==> config.mk <==
export PLATFORM = sky130hd
export DESIGN_NAME = pipe_hazard_ctrl_flat
export DESIGN_NICKNAME = d
export VERILOG_FILES = /design/src/rtl/pipe_hazard_ctrl_pkg.sv /design/src/rtl/pipe_hazard_ctrl_if.sv /design/src/rtl/pipe_hazard_ctrl_fwd_select.sv /design/src/rtl/pipe_hazard_ctrl.sv /design/src/flat_wrapper.sv
export SDC_FILE = /design/constraint.sdc
export NUM_CORES = 1
export LEC_CHECK = 0
export CORE_UTILIZATION = 42
export CTS_CLUSTER_DIAMETER = 150
export DETAILED_ROUTE_END_ITERATION = 16
export PLACE_DENSITY = 0.85
export SLEW_MARGIN = 20
export SYNTH_ARGS = -nofsm -noshare
export SYNTH_HDL_FRONTEND = slang
export SYNTH_SLANG_ARGS = --single-unit
==> constraint.sdc <==
create_clock -name clk -period 3 [get_ports clk]
set_input_delay 0.6 -clock clk [delete_from_list [all_inputs] [get_ports clk]]
set_output_delay 0.6 -clock clk [all_outputs]
set_load 0.05 [all_outputs]
==> src/rtl/pipe_hazard_ctrl_pkg.sv <==
// Shared types for the pipeline hazard controller: FSM state encoding and
// EX-stage forwarding select codes.
package pipe_ctrl_pkg;

  // Controller state: normal issue, waiting on data memory, or locked up after a timeout
  typedef enum logic [1:0] {
    RUN      = 2'd0,
    MEM_WAIT = 2'd1,
    HALT     = 2'd2
  } hz_state_t;

  // EX operand source select
  typedef logic [1:0] fwd_sel_t;

  localparam fwd_sel_t FWD_NONE = 2'b00;  // register file value
  localparam fwd_sel_t FWD_WB   = 2'b01;  // result sitting in WB
  localparam fwd_sel_t FWD_MEM  = 2'b10;  // result sitting in MEM

endpackage

==> src/rtl/pipe_hazard_ctrl_if.sv <==
// Datapath <-> hazard controller bundle. The datapath (master) drives the
// stage register addresses and status bits; the controller (slave) returns
// stall/flush enables, forwarding selects, the error flag and its FSM state.
// Optional PIPE_HAZARD_PERF_EN adds the stall_cycles/flush_count counters.
//
// Handshake: there is no valid/ready pairing on this bundle. dmem_req_m is a
// level that means "MEM issues an access this cycle" and dmem_ready_m is a
// level that means "the access completes this cycle"; a ready seen without a
// request while running carries no meaning and is ignored.
interface pipe_hazard_ctrl_if #(
  parameter int REG_ADDR_W = 5
);
  import pipe_ctrl_pkg::*;

  logic [REG_ADDR_W-1:0] rs_d, rt_d;
  logic [REG_ADDR_W-1:0] rs_e, rt_e;
  logic [REG_ADDR_W-1:0] register_d_e, register_d_m, register_d_w;
  logic                  wb_source_e, branch_taken_e;
  logic                  reg_write_m, reg_write_w;
  logic                  dmem_req_m, dmem_ready_m;

  logic                  stall_f, stall_d, stall_e, stall_m;
  logic                  flush_d, flush_e, flush_w;
  fwd_sel_t              fwd_a_e, fwd_b_e;
  logic                  mem_tmo_err;
  hz_state_t             state_dbg;
`ifdef PIPE_HAZARD_PERF_EN
  logic [31:0]           stall_cycles, flush_count;
`endif

  modport master (
    output rs_d, rt_d, rs_e, rt_e, register_d_e, register_d_m, register_d_w,
    output wb_source_e, branch_taken_e, reg_write_m, reg_write_w,
    output dmem_req_m, dmem_ready_m,
    input  stall_f, stall_d, stall_e, stall_m, flush_d, flush_e, flush_w,
    input  fwd_a_e, fwd_b_e, mem_tmo_err, state_dbg
`ifdef PIPE_HAZARD_PERF_EN
    , input stall_cycles, flush_count
`endif
  );

  modport slave (
    input  rs_d, rt_d, rs_e, rt_e, register_d_e, register_d_m, register_d_w,
    input  wb_source_e, branch_taken_e, reg_write_m, reg_write_w,
    input  dmem_req_m, dmem_ready_m,
    output stall_f, stall_d, stall_e, stall_m, flush_d, flush_e, flush_w,
    output fwd_a_e, fwd_b_e, mem_tmo_err, state_dbg
`ifdef PIPE_HAZARD_PERF_EN
    , output stall_cycles, flush_count
`endif
  );

endinterface

==> src/rtl/pipe_hazard_ctrl_fwd_select.sv <==
// Forwarding select for one EX source operand. A producer only counts when
// it writes a register other than $zero; MEM is younger than WB so it wins.
module fwd_select
  import pipe_ctrl_pkg::*;
#(
  parameter int REG_ADDR_W = 5
) (
  input  logic [REG_ADDR_W-1:0] src_e,
  input  logic [REG_ADDR_W-1:0] register_d_m,
  input  logic                  reg_write_m,
  input  logic [REG_ADDR_W-1:0] register_d_w,
  input  logic                  reg_write_w,
  output fwd_sel_t              sel
);

  logic mem_hit, wb_hit;

  assign mem_hit = reg_write_m && (register_d_m != '0) && (register_d_m == src_e);
  assign wb_hit  = reg_write_w && (register_d_w != '0) && (register_d_w == src_e);

  // Pick the youngest in-flight producer of this operand
  always_comb begin
    sel = FWD_NONE;
    if (mem_hit)     sel = FWD_MEM;
    else if (wb_hit) sel = FWD_WB;
  end

endmodule

==> src/rtl/pipe_hazard_ctrl.sv <==
// Central hazard controller for the 5-stage pipeline. Stall/flush enables
// are decoded combinationally from the FSM state and the stage inputs; only
// the FSM state, the memory-wait counter and the sticky timeout error are
// registered. Optional macro: PIPE_HAZARD_PERF_EN (stall/flush counters).
module pipe_hazard_ctrl
  import pipe_ctrl_pkg::*;
#(
  parameter int          REG_ADDR_W  = 5,
  parameter int          TMO_W       = 8,
  parameter int unsigned MEM_TIMEOUT = 255
) (
  input logic              clk,
  input logic              reset,
  pipe_hazard_ctrl_if.slave hz
);

  localparam logic [TMO_W-1:0] TMO_LIM = TMO_W'(MEM_TIMEOUT);
  localparam logic [TMO_W-1:0] CNT_MAX = '1;

  hz_state_t        state;
  logic [TMO_W-1:0] cnt;
  logic             tmo_err;

  logic mem_miss, load_use;
  logic stall_f, stall_d, stall_e, stall_m;
  logic flush_d, flush_e, flush_w;

  // An access started this cycle that memory cannot finish yet
  assign mem_miss = hz.dmem_req_m && !hz.dmem_ready_m;

  // Load in EX feeding the instruction in ID
  assign load_use = hz.wb_source_e && (hz.register_d_e != '0) &&
                    ((hz.register_d_e == hz.rs_d) || (hz.register_d_e == hz.rt_d));

  // Stall/flush decode: memory wait masks everything, then branch, then load-use
  always_comb begin
    stall_f = 1'b0;
    stall_d = 1'b0;
    stall_e = 1'b0;
    stall_m = 1'b0;
    flush_d = 1'b0;
    flush_e = 1'b0;
    flush_w = 1'b0;
    unique case (state)
      RUN: begin
        if (mem_miss) begin
          {stall_f, stall_d, stall_e, stall_m} = 4'b1111;
          flush_w = 1'b1;
        end else if (hz.branch_taken_e) begin
          flush_d = 1'b1;
          flush_e = 1'b1;
        end else if (load_use) begin
          stall_f = 1'b1;
          stall_d = 1'b1;
          flush_e = 1'b1;
        end
      end
      MEM_WAIT: begin
        // EX is frozen here, so branch/load-use wait until RUN re-evaluates them
        if (!hz.dmem_ready_m) begin
          {stall_f, stall_d, stall_e, stall_m} = 4'b1111;
          flush_w = 1'b1;
        end
      end
      default: begin
        {stall_f, stall_d, stall_e, stall_m} = 4'b1111;
        flush_w = 1'b1;
      end
    endcase
  end

  // FSM: track outstanding memory access, time it out into HALT
  always_ff @(posedge clk or posedge reset) begin
    if (reset) begin
      state   <= RUN;
      cnt     <= '0;
      tmo_err <= 1'b0;
    end else begin
      unique case (state)
        RUN: begin
          if (mem_miss) begin
            state <= MEM_WAIT;
            cnt   <= TMO_W'(1);
          end
        end
        MEM_WAIT: begin
          if (hz.dmem_ready_m) begin
            state <= RUN;
            cnt   <= '0;
          end else if (cnt == TMO_LIM) begin
            state   <= HALT;
            tmo_err <= 1'b1;
          end else if (cnt != CNT_MAX) begin
            cnt <= cnt + TMO_W'(1);
          end
        end
        HALT: begin
          state <= HALT;
        end
        default: begin
          state <= RUN;
          cnt   <= '0;
        end
      endcase
    end
  end

  fwd_select #(.REG_ADDR_W(REG_ADDR_W)) u_fwd_a (
    .src_e        (hz.rs_e),
    .register_d_m (hz.register_d_m),
    .reg_write_m  (hz.reg_write_m),
    .register_d_w (hz.register_d_w),
    .reg_write_w  (hz.reg_write_w),
    .sel          (hz.fwd_a_e)
  );

  fwd_select #(.REG_ADDR_W(REG_ADDR_W)) u_fwd_b (
    .src_e        (hz.rt_e),
    .register_d_m (hz.register_d_m),
    .reg_write_m  (hz.reg_write_m),
    .register_d_w (hz.register_d_w),
    .reg_write_w  (hz.reg_write_w),
    .sel          (hz.fwd_b_e)
  );

  assign hz.stall_f     = stall_f;
  assign hz.stall_d     = stall_d;
  assign hz.stall_e     = stall_e;
  assign hz.stall_m     = stall_m;
  assign hz.flush_d     = flush_d;
  assign hz.flush_e     = flush_e;
  assign hz.flush_w     = flush_w;
  assign hz.mem_tmo_err = tmo_err;
  assign hz.state_dbg   = state;

`ifdef PIPE_HAZARD_PERF_EN
  logic [31:0] stall_cycles_q, flush_count_q;

  // Saturating counts of front-end stall cycles and EX bubble cycles
  always_ff @(posedge clk or posedge reset) begin
    if (reset) begin
      stall_cycles_q <= '0;
      flush_count_q  <= '0;
    end else begin
      if (stall_f && (stall_cycles_q != 32'hFFFF_FFFF))
        stall_cycles_q <= stall_cycles_q + 32'd1;
      if (flush_e && (flush_count_q != 32'hFFFF_FFFF))
        flush_count_q <= flush_count_q + 32'd1;
    end
  end

  assign hz.stall_cycles = stall_cycles_q;
  assign hz.flush_count  = flush_count_q;
`endif

endmodule

==> src/flat_wrapper.sv <==
// flat-port wrapper written by rule: the top's interface ports become plain ports
module pipe_hazard_ctrl_flat import pipe_ctrl_pkg::*;
#(
  parameter int          REG_ADDR_W  = 5,
  parameter int          TMO_W       = 8,
  parameter int unsigned MEM_TIMEOUT = 255
)
  (clk, reset, hz_rs_d, hz_rt_d, hz_rs_e, hz_rt_e, hz_register_d_e, hz_register_d_m, hz_register_d_w, hz_wb_source_e, hz_branch_taken_e, hz_reg_write_m, hz_reg_write_w, hz_dmem_req_m, hz_dmem_ready_m, hz_stall_f, hz_stall_d, hz_stall_e, hz_stall_m, hz_flush_d, hz_flush_e, hz_flush_w, hz_fwd_a_e, hz_fwd_b_e, hz_mem_tmo_err, hz_state_dbg);
  pipe_hazard_ctrl_if #(.REG_ADDR_W(REG_ADDR_W)) hz_i ();
  input logic clk;
  input logic reset;
  input wire logic [$bits(hz_i.rs_d)-1:0] hz_rs_d;
  input wire logic [$bits(hz_i.rt_d)-1:0] hz_rt_d;
  input wire logic [$bits(hz_i.rs_e)-1:0] hz_rs_e;
  input wire logic [$bits(hz_i.rt_e)-1:0] hz_rt_e;
  input wire logic [$bits(hz_i.register_d_e)-1:0] hz_register_d_e;
  input wire logic [$bits(hz_i.register_d_m)-1:0] hz_register_d_m;
  input wire logic [$bits(hz_i.register_d_w)-1:0] hz_register_d_w;
  input wire logic [$bits(hz_i.wb_source_e)-1:0] hz_wb_source_e;
  input wire logic [$bits(hz_i.branch_taken_e)-1:0] hz_branch_taken_e;
  input wire logic [$bits(hz_i.reg_write_m)-1:0] hz_reg_write_m;
  input wire logic [$bits(hz_i.reg_write_w)-1:0] hz_reg_write_w;
  input wire logic [$bits(hz_i.dmem_req_m)-1:0] hz_dmem_req_m;
  input wire logic [$bits(hz_i.dmem_ready_m)-1:0] hz_dmem_ready_m;
  output wire logic [$bits(hz_i.stall_f)-1:0] hz_stall_f;
  output wire logic [$bits(hz_i.stall_d)-1:0] hz_stall_d;
  output wire logic [$bits(hz_i.stall_e)-1:0] hz_stall_e;
  output wire logic [$bits(hz_i.stall_m)-1:0] hz_stall_m;
  output wire logic [$bits(hz_i.flush_d)-1:0] hz_flush_d;
  output wire logic [$bits(hz_i.flush_e)-1:0] hz_flush_e;
  output wire logic [$bits(hz_i.flush_w)-1:0] hz_flush_w;
  output wire logic [$bits(hz_i.fwd_a_e)-1:0] hz_fwd_a_e;
  output wire logic [$bits(hz_i.fwd_b_e)-1:0] hz_fwd_b_e;
  output wire logic [$bits(hz_i.mem_tmo_err)-1:0] hz_mem_tmo_err;
  output wire logic [$bits(hz_i.state_dbg)-1:0] hz_state_dbg;
  assign hz_i.rs_d = hz_rs_d;
  assign hz_i.rt_d = hz_rt_d;
  assign hz_i.rs_e = hz_rs_e;
  assign hz_i.rt_e = hz_rt_e;
  assign hz_i.register_d_e = hz_register_d_e;
  assign hz_i.register_d_m = hz_register_d_m;
  assign hz_i.register_d_w = hz_register_d_w;
  assign hz_i.wb_source_e = hz_wb_source_e;
  assign hz_i.branch_taken_e = hz_branch_taken_e;
  assign hz_i.reg_write_m = hz_reg_write_m;
  assign hz_i.reg_write_w = hz_reg_write_w;
  assign hz_i.dmem_req_m = hz_dmem_req_m;
  assign hz_i.dmem_ready_m = hz_dmem_ready_m;
  assign hz_stall_f = hz_i.stall_f;
  assign hz_stall_d = hz_i.stall_d;
  assign hz_stall_e = hz_i.stall_e;
  assign hz_stall_m = hz_i.stall_m;
  assign hz_flush_d = hz_i.flush_d;
  assign hz_flush_e = hz_i.flush_e;
  assign hz_flush_w = hz_i.flush_w;
  assign hz_fwd_a_e = hz_i.fwd_a_e;
  assign hz_fwd_b_e = hz_i.fwd_b_e;
  assign hz_mem_tmo_err = hz_i.mem_tmo_err;
  assign hz_state_dbg = hz_i.state_dbg;
  pipe_hazard_ctrl #(.REG_ADDR_W(REG_ADDR_W), .TMO_W(TMO_W), .MEM_TIMEOUT(MEM_TIMEOUT)) u_core (.clk(clk), .reset(reset), .hz(hz_i));
endmodule
# Word-level counts from Yosys, hierarchy flattened
# Cells that the tools add are included.
# W data, S select, Z words.
# classes
add_sub_neg	1
mul	0
div_mod_pow	0
magnitude_cmp	0
eq_ne	14
shift	0
n_mux	26
bitwise	2
reduce_logical	18
# ops
operator	n
$mux W8	4
$eq A5 B5 Y1	6
$pmux W8 S3	1
$reduce_bool A5 Y1	3
$mux W1	13
$mux W2	5
$logic_and A1 B1 Y1	9
$add A8 B1 Y8 const B	1
$eq A8 B8 Y1 const B	1
$ne A8 B8 Y1 const B	1
$ne A3 B2 Y1 const B	2
$pmux W2 S3	1
$pmux W1 S2	2
$reduce_and A4 Y1	1
$ne A3 B3 Y1 const B	1
$reduce_and A3 Y1	1
$eq A2 B1 Y1 const B	1
$eq A2 B2 Y1 const B	1
$logic_not A2 Y1	1
$ne A2 B1 Y1 const B	1
$not A1 Y1	2
$reduce_and A2 Y1	1
$logic_not A1 Y1	1
$logic_or A1 B1 Y1	1
# totals
reg_bits	11
latchBits	0
ramBits	0
mem_bits_ro	0
inputBits	43
output_inout_bits	14
wordCells	64
memories	0

# Logic depth before layout (Yosys ltp)
# Gate-level depths: netlist (run 1).
# depth
word_depth	7
depth_mapped	5
mapped_depth_nobuf	5

# Cells and area by module
# A second synthesis (run 1) with hierarchy kept.
# hier_totals
cells_unflattened	129
hier_area_um2	1131.1
# modules_own_cells
mod	instances	cells_per_inst	area_per_inst_um2	seq_area_each_um2
pipe_hazard_ctrl	1	87	813.3	275.3
fwd_select	2	21	158.9	0.0

# Worst setup path after synthesis (run 1)
# No wires, ideal clock.
# synth_path
kind	flip-flop to output port
from	register u_core.state[0], in the netlist u_core.hz.state_dbg[0]
to	output hz_stall_f
arrival_time_ps	3201
required_time_ps	2400
setup_slack_ps	-801
stages_incl_launch_ff	6
n_path_buf	2
path_cell_list	dfrtp_1 > clkbuf_1 > nor2_1 > o21ai_0 > o21bai_1 > buf_4
# synth_via
elab_chain_cells	2
elab_cells_between_ends	3
cone_classes	1 x eq/ne; 1 x mux; 1 x reduce/logical
# synth_rtl
item	line	text
from (decl)	pipe_hazard_ctrl.sv:20	hz_state_t state;
from (signal assigned)	pipe_hazard_ctrl.sv:75	state <= RUN;
from (signal assigned)	pipe_hazard_ctrl.sv:82	state <= MEM_WAIT;
from (signal assigned)	pipe_hazard_ctrl.sv:88	state <= RUN;
$eq A2 B1 Y1 / $logic_not A2 Y1 (equally long branches)	--	
$pmux W1 S2 (*)	--	
to (decl)	flat_wrapper.sv:25	output wire logic [$bits(hz_i.stall_f)-1:0] hz_stall_f;
# Mark *: on every way between the ends. The rest lies on a longest branch, timed or not.

# Final worst setup path (run 1)
# layout_path
from	input hz_register_d_m[3]
to	output hz_fwd_a_e[0]
# layout_via
elab_chain_cells	4
elab_cells_between_ends	5
cone_classes	1 x eq/ne; 1 x mux; 3 x reduce/logical
# layout_rtl
item	line	text
from (decl)	flat_wrapper.sv:17	input wire logic [$bits(hz_i.register_d_m)-1:0] hz_register_d_m;
$reduce_bool A5 Y1	pipe_hazard_ctrl_fwd_select.sv:18	assign mem_hit = reg_write_m && (register_d_m != '0) && (register_d_m == src_e);
$logic_and A1 B1 Y1	pipe_hazard_ctrl_fwd_select.sv:18	
$logic_and A1 B1 Y1 (*)	pipe_hazard_ctrl_fwd_select.sv:18	
$mux W2 (*)	pipe_hazard_ctrl_fwd_select.sv:24	if (mem_hit) sel = FWD_MEM;
to (decl)	flat_wrapper.sv:32	output wire logic [$bits(hz_i.fwd_a_e)-1:0] hz_fwd_a_e;
# Marks and branches as above.

==> results of run 1 <==
## flip-flops by register name, indices dropped and copies added, names as in the netlist
signal / cells
u_core.hz.state_dbg: 2
u_core.cnt: 8
u_core.hz.mem_tmo_err: 1
## worst min-delay path by stage
stage,endpoint,from,cells past startpoint
after detailed placement,u_core.hz.mem_tmo_err,u_core.hz.mem_tmo_err,1
after global placement,u_core.hz.mem_tmo_err,u_core.hz.mem_tmo_err,1
after CTS,u_core.hz.mem_tmo_err,u_core.hz.mem_tmo_err,1
after global routing,u_core.hz.mem_tmo_err,u_core.hz.mem_tmo_err,1
final,u_core.hz.mem_tmo_err,u_core.hz.mem_tmo_err,1
after floorplan,u_core.cnt[0],reset,1
## layout by cell type (no fill, tap or decap), types with 2 or more instances in the layout
master	synthesis	routed
nor3b_1	3	3
nor3_1	3	3
nand3_1	5	5
nor4_1	4	2
dfrtp_1	11	11
buf_4	5	14
a31oi_1	2	2
o21ai_1	7	6
nor2_1	3	3
nand2b_1	3	3
and3_1	2	2
a21oi_1	3	3
or4_1	5	4
nand2_1	3	3
o31ai_1	3	3
inv_1	4	4
xnor2_1	6	6
clkbuf_4	0	3
buf_12	0	6
o21bai_1	2	2
o21ai_2	0	2
xor2_1	25	25
nand4_1	2	2
clkdlybuf4s50_1	0	45
o21ai_0	3	2
## what timing repair did
item | CTS | global route
pin swaps | 1 | 1
gates resized for setup | 2 | 1
endpoints found under the setup margin | 1 | 3
## cell type report
class                   instances  area [um^2]
inverters                       4         15.0
multi-input cells             100          773
fillers                       175          652
repair buffers                 65          676
clock buffers                   4         26.3
flip-flops and latches         11          275
well taps                      30         37.5
## metal layers
metal | wire length (um) | vias up | track usage
met5 | 0 | - | 0
met4 | 72 | 0 | 0.110
met3 | 208 | 9 | 0.0435
met2 | 1570 | 44 | 0.432
met1 | 1380 | 519 | 0.271
li1 | - | 568 | -
## cells by family (layout without fill, tap and decap cells)
family / after synthesis / after routing / share of synthesized area
xor+xnor: 31 / 31 / 0.251
buf+inv: 11 / 73 / 0.0624
mux: 1 / 1 / 0.0139
compound gates: 28 / 28 / 0.188
simple gates: 39 / 39 / 0.219
fa+ha+maj: 1 / 1 / 0.0115
flops: 11 / 11 / 0.254
## power groups by stage
stage / combinational (mW) / clock (mW) / sequential [mW]
after floorplan: 0.325 / 0 / 0.233
after global placement: 0.519 / 0 / 0.211
after detailed placement: 0.531 / 0 / 0.214
after CTS: 0.536 / 0.106 / 0.211
after global routing: 0.564 / 0.111 / 0.217
final: 0.536 / 0.105 / 0.213
## worst register-to-register path, stage by stage (launching register included)
cell     delay [ps]
dfrtp_1         550
or3b_1          550
o32ai_4         490
mux2_4          330
==> results.toml, run 1 <==
[yosys]
synth_edf_count = 0
synthCells = 122
synth_cell_types = 39
ys_top_cells_by_count = "25 x xor2_1, 11 x dfrtp_1, 7 x o21ai_1"
avgSynthCellArea_um2 = 8.88
syn_nets = 166
yosys.cell_count.top_type = "xor2_1"
synth_seq_cells = 11
ys.warnings.count = 0
synth_top_area_share = 0.254
yosysSeqAreaShare = 0.254
async_flop_share = 1.00
yosys.area.top_type = "dfrtp_1"
synth_top_flop_cell = "dfrtp_1"
synth_area_leaders = "dfrtp_1 25%, xor2_1 20%, xnor2_1 4.8%"
syn_area_mm2 = 0.00108

[finish]
area_delta_synth_final_pct = 66.4
finish.utilization = 0.734
fin_cells = 214
drive_above_1_share = 0.174
fin_nets = 229
final_cell_area_mm2 = 0.00180
n_antenna_cell = 0

[cts]
ctsRootBufferMaster = "clkbuf_4"
clkTransAtPathRegs_ps = 60
clock_latency_ps = 280
post_cts_buffers = 0
cts_tree = "yes"
cts_sinks = 11
postCtsHoldBufs = 0
cts_buffers = 3
htreeDepth = 1
clock_path_buffers = 2

[sta]
setup_tns_ps = 0
hold_viol = 0
worst_pin_slew_ps = 595
maxSlewHeadroom = 0.600
final-setup-viol-count = 0
drv_slew = 0
skew_ps = 5.15
fin_crit_sh = 0.996
fin_hold_ws_ps = 543
fmax_ghz = 0.335
fin_ws_ps = 11.5
post-route-min-period_ps = 2990
rsz0062_at_grt = "true"

[power]
pwr-share-seq = 0.249
p_sw_mw = 0.409
power.internal_mw = 0.445
powerDensity_mw_per_mm2 = 474
power_mw = 0.854
comb_power_share = 0.628
pwr-share-clk = 0.123
peakVddDrop_mv = 0.690
power.leakage_nw = 0.717
p_sw_frac = 0.479

[setup_path]
start_kind = "input port"
critPathTopFamily = "simple AND/OR/NAND/NOR gates"
r2r_slack_ps = 960
crit_path_end = "hz_fwd_a_e[0]"
critical_path_depth = 6
critPathCaptureType = "output pin"
cp_max_fo = 2
critPathKind = "input port to output pin"
crit_start = "hz_register_d_m[3]"
cp.required_ps = 2400
reg2reg_from = "u_core.hz.state_dbg[0]"
r2r_end = "u_core.cnt[0]"
slowest_delay_ps = 540
cpMaxStageDelayCell = "or4_1"
arrival_ps = 2390
worstPathBufferInverterCount = 2
r2r.worst_path.cells = 3
path_cells = "clkdlybuf4s50_1, or4_1, o21ai_2, nor4_1, nor4_2, buf_12"

[place]
dpl_worst_slack_ps = 5.36
placed_cells = 210
gp_congestion = 0.799
numPortBuffers = 56
hpwl_mm = 2.57
dpl_cell_area_mm2 = 0.00176

[drt]
vias = 1140
antenna_left = 0
drc = 0
dr.first_iter.drc_count = 36
vias_per_cell = 5.33
drt_pass1_iterations = 4
wl_per_cell_um = 15.1
wl_mm = 3.24

[global_routing]
grt_usage = 0.241
grt_max_degree = 13
grt_overflow = 0
grt_pass1_wl_mm = 4.86
grt_pass1_vias = 1126
grt_antenna_before_repair = 0

[run_status]
status = "complete, no violations"

[die]
dieWidth_um = 52.8
die_y_um = 52.8
initial_utilization = 0.441
rows = 18
pin_count = 57
fp.dieArea_mm2 = 0.00279
core_area_mm2 = 0.00245

[worst_hold_path]
min_path_type = "flop to flop"

[run]
drv_cap = 0
Note: power is estimated with default switching activity, not from simulation.
==> run 2: changes to the inputs <==
Settings changed: CORE_UTILIZATION 42 to 45, DONT_BUFFER_PORTS from default to 1, PLACE_DENSITY 0.85 to 0.6.
Clock period 3 ns to 3.2 ns, I/O delays scaled along.
==> run 2 against run 1 <==
- utilization decreased by 20 points
- first-iteration DRC count fell by 36%
- critical path depth shrank 2
- non-clock buffer count shrank 56
- via count shrank 18%
- cell count fell by 27%
- routed wire length is 29% lower
- clock skew is 2.2 ps lower
- sequential share of layout area increased by 7.7 points
- die area decreased by 6.4%
- sequential power up 3%
- clock-buffer cell count unchanged
- largest cell class unchanged
- largest power group unchanged
- highest routed layer unchanged
==> results.toml, run 2 (synthesis results as in run 1) <==
[run_status]
status = "complete, no violations"

[finish]
fin_nets = 173
mostFrequentLayoutCells = "25 x xor2_1, 11 x dfrtp_1, 9 x buf_4"
largest_register_ffs = 8
fill_cells = 232
drive_above_1_share = 0.172
max_flop_register = "u_core.cnt"
final_cell_area_mm2 = 0.00120
finish.utilization = 0.537
area_delta_synth_final_pct = 10.7
final_common_cell = "xor2_1"
n_antenna_cell = 0

[power]
power_mw = 0.667
powerDensity_mw_per_mm2 = 556
peakVddDrop_mv = 0.450
power.leakage_nw = 0.472

[sta]
worst_pin_slew_ps = 648
hold_viol = 0
final-setup-viol-count = 0
fin_ws_ps = 525
post-route-min-period_ps = 2670
fmax_ghz = 0.374
rsz0062_at_grt = "false"
fin_crit_sh = 0.836
drv_slew = 0
maxSlewHeadroom = 0.568
skew_ps = 2.93

[place]
numPortBuffers = 0
dpl_cell_area_mm2 = 0.00117
hpwl_mm = 1.91
gp_congestion = 0.859
dpl_worst_slack_ps = 543

[global_routing]
grt_usage = 0.201
grt_antenna_before_repair = 0
grt_pass1_wl_mm = 3.97
grt_overflow = 0
grt_pass1_vias = 948
grt_max_degree = 12

[worst_hold_path]
min_path_type = "input port to asynchronous set/reset pin"

[drt]
dr.first_iter.drc_count = 23
wl_per_cell_um = 14.8
wl_mm = 2.31
drc = 0
vias = 934
drt_pass1_iterations = 4
antenna_left = 0
vias_per_cell = 5.99

[cts]
htreeDepth = 1
cts_buffers = 3
clkTransAtPathRegs_ps = 70
cts_tree = "yes"
ctsRootBufferMaster = "clkbuf_4"
cts_sinks = 11
clock_path_buffers = 2
post_cts_buffers = 0
cts_resized = 0
clock_latency_ps = 270
postCtsHoldBufs = 0

[run]
drv_cap = 0

[setup_path]
arrival_ps = 2030
cp.required_ps = 2560
reg2reg_from = "u_core.hz.state_dbg[1]"
cp_max_fo = 8
critPathCaptureType = "output pin"
start_kind = "flop"
crit_start = "u_core.hz.state_dbg[1]"
critPathKind = "flop to output pin"

[die]
dieWidth_um = 51.1
die_y_um = 51.1
fp.dieArea_mm2 = 0.00261
pin_count = 57
initial_utilization = 0.485
rows = 17
core_area_mm2 = 0.00223
==> run 2: cell types whose count changed in the layout (fill, tap and decap cells not counted), moves of 2 or more <==
cell and delta:
nor4_2 +3, nor4_1 -2, clkdlybuf4s50_1 -45, buf_12 -6, buf_4 -5, o21ai_2 -2
==> run 2: routing by layer <==
metal,up-vias,part of all wire,GRT usage
met5,-,0,0
met4,0,0.0022,0.0278
met3,2,0.080,0.0685
met2,35,0.49,0.349
met1,440,0.43,0.242
li1,457,-,-
==> run 2: worst paths after layout <==
kind | depth (start not counted) | end | slack (ps)
hold reg to reg | 1 | u_core.cnt[4] | 530
setup / recovery | 4 | hz_stall_d | 530
max in group asynchronous | 1 | u_core.cnt[2] | 2670
min in group clk | 1 | u_core.cnt[4] | 530
hold / removal | 1 | u_core.hz.mem_tmo_err | 240
setup reg to reg | 3 | u_core.cnt[0] | 1020
==> run 2: report_power, final <==
group,internal (mW),leakage [nW],switching (mW)
logic,0.114,0.309,0.236
registers,0.159,0.148,0.0609
clock network,0.0483,0.0150,0.0480
total,0.322,0.472,0.345
==> run 2: critical path: stages, from the launching register on <==
cell	delay (ps)
dfrtp_1	760
inv_1	190
a311o_1	400
o21bai_2	110
buf_4	300
==> run 2: cell type report <==
| class | count | area, um^2 | share of cell area |
|---|---|---|---|
| tap | 28 | 35.0 | 0.0292 |
| sequential | 11 | 275 | 0.229 |
| clock buffer | 4 | 26.3 | 0.0219 |
| timing repair buffer | 9 | 67.6 | 0.0563 |
| multi-input combinational | 100 | 781 | 0.651 |
| inverter | 4 | 15.0 | 0.0125 |
==> run 2: per-stage QoR <==
stage,instances,hold WS (ps),TNS [ps]
after floorplan,122,468,-183
after global placement,152,492,0
after detailed placement,152,506,0
after CTS,156,255,0
after global routing,156,264,0
final,156,241,0
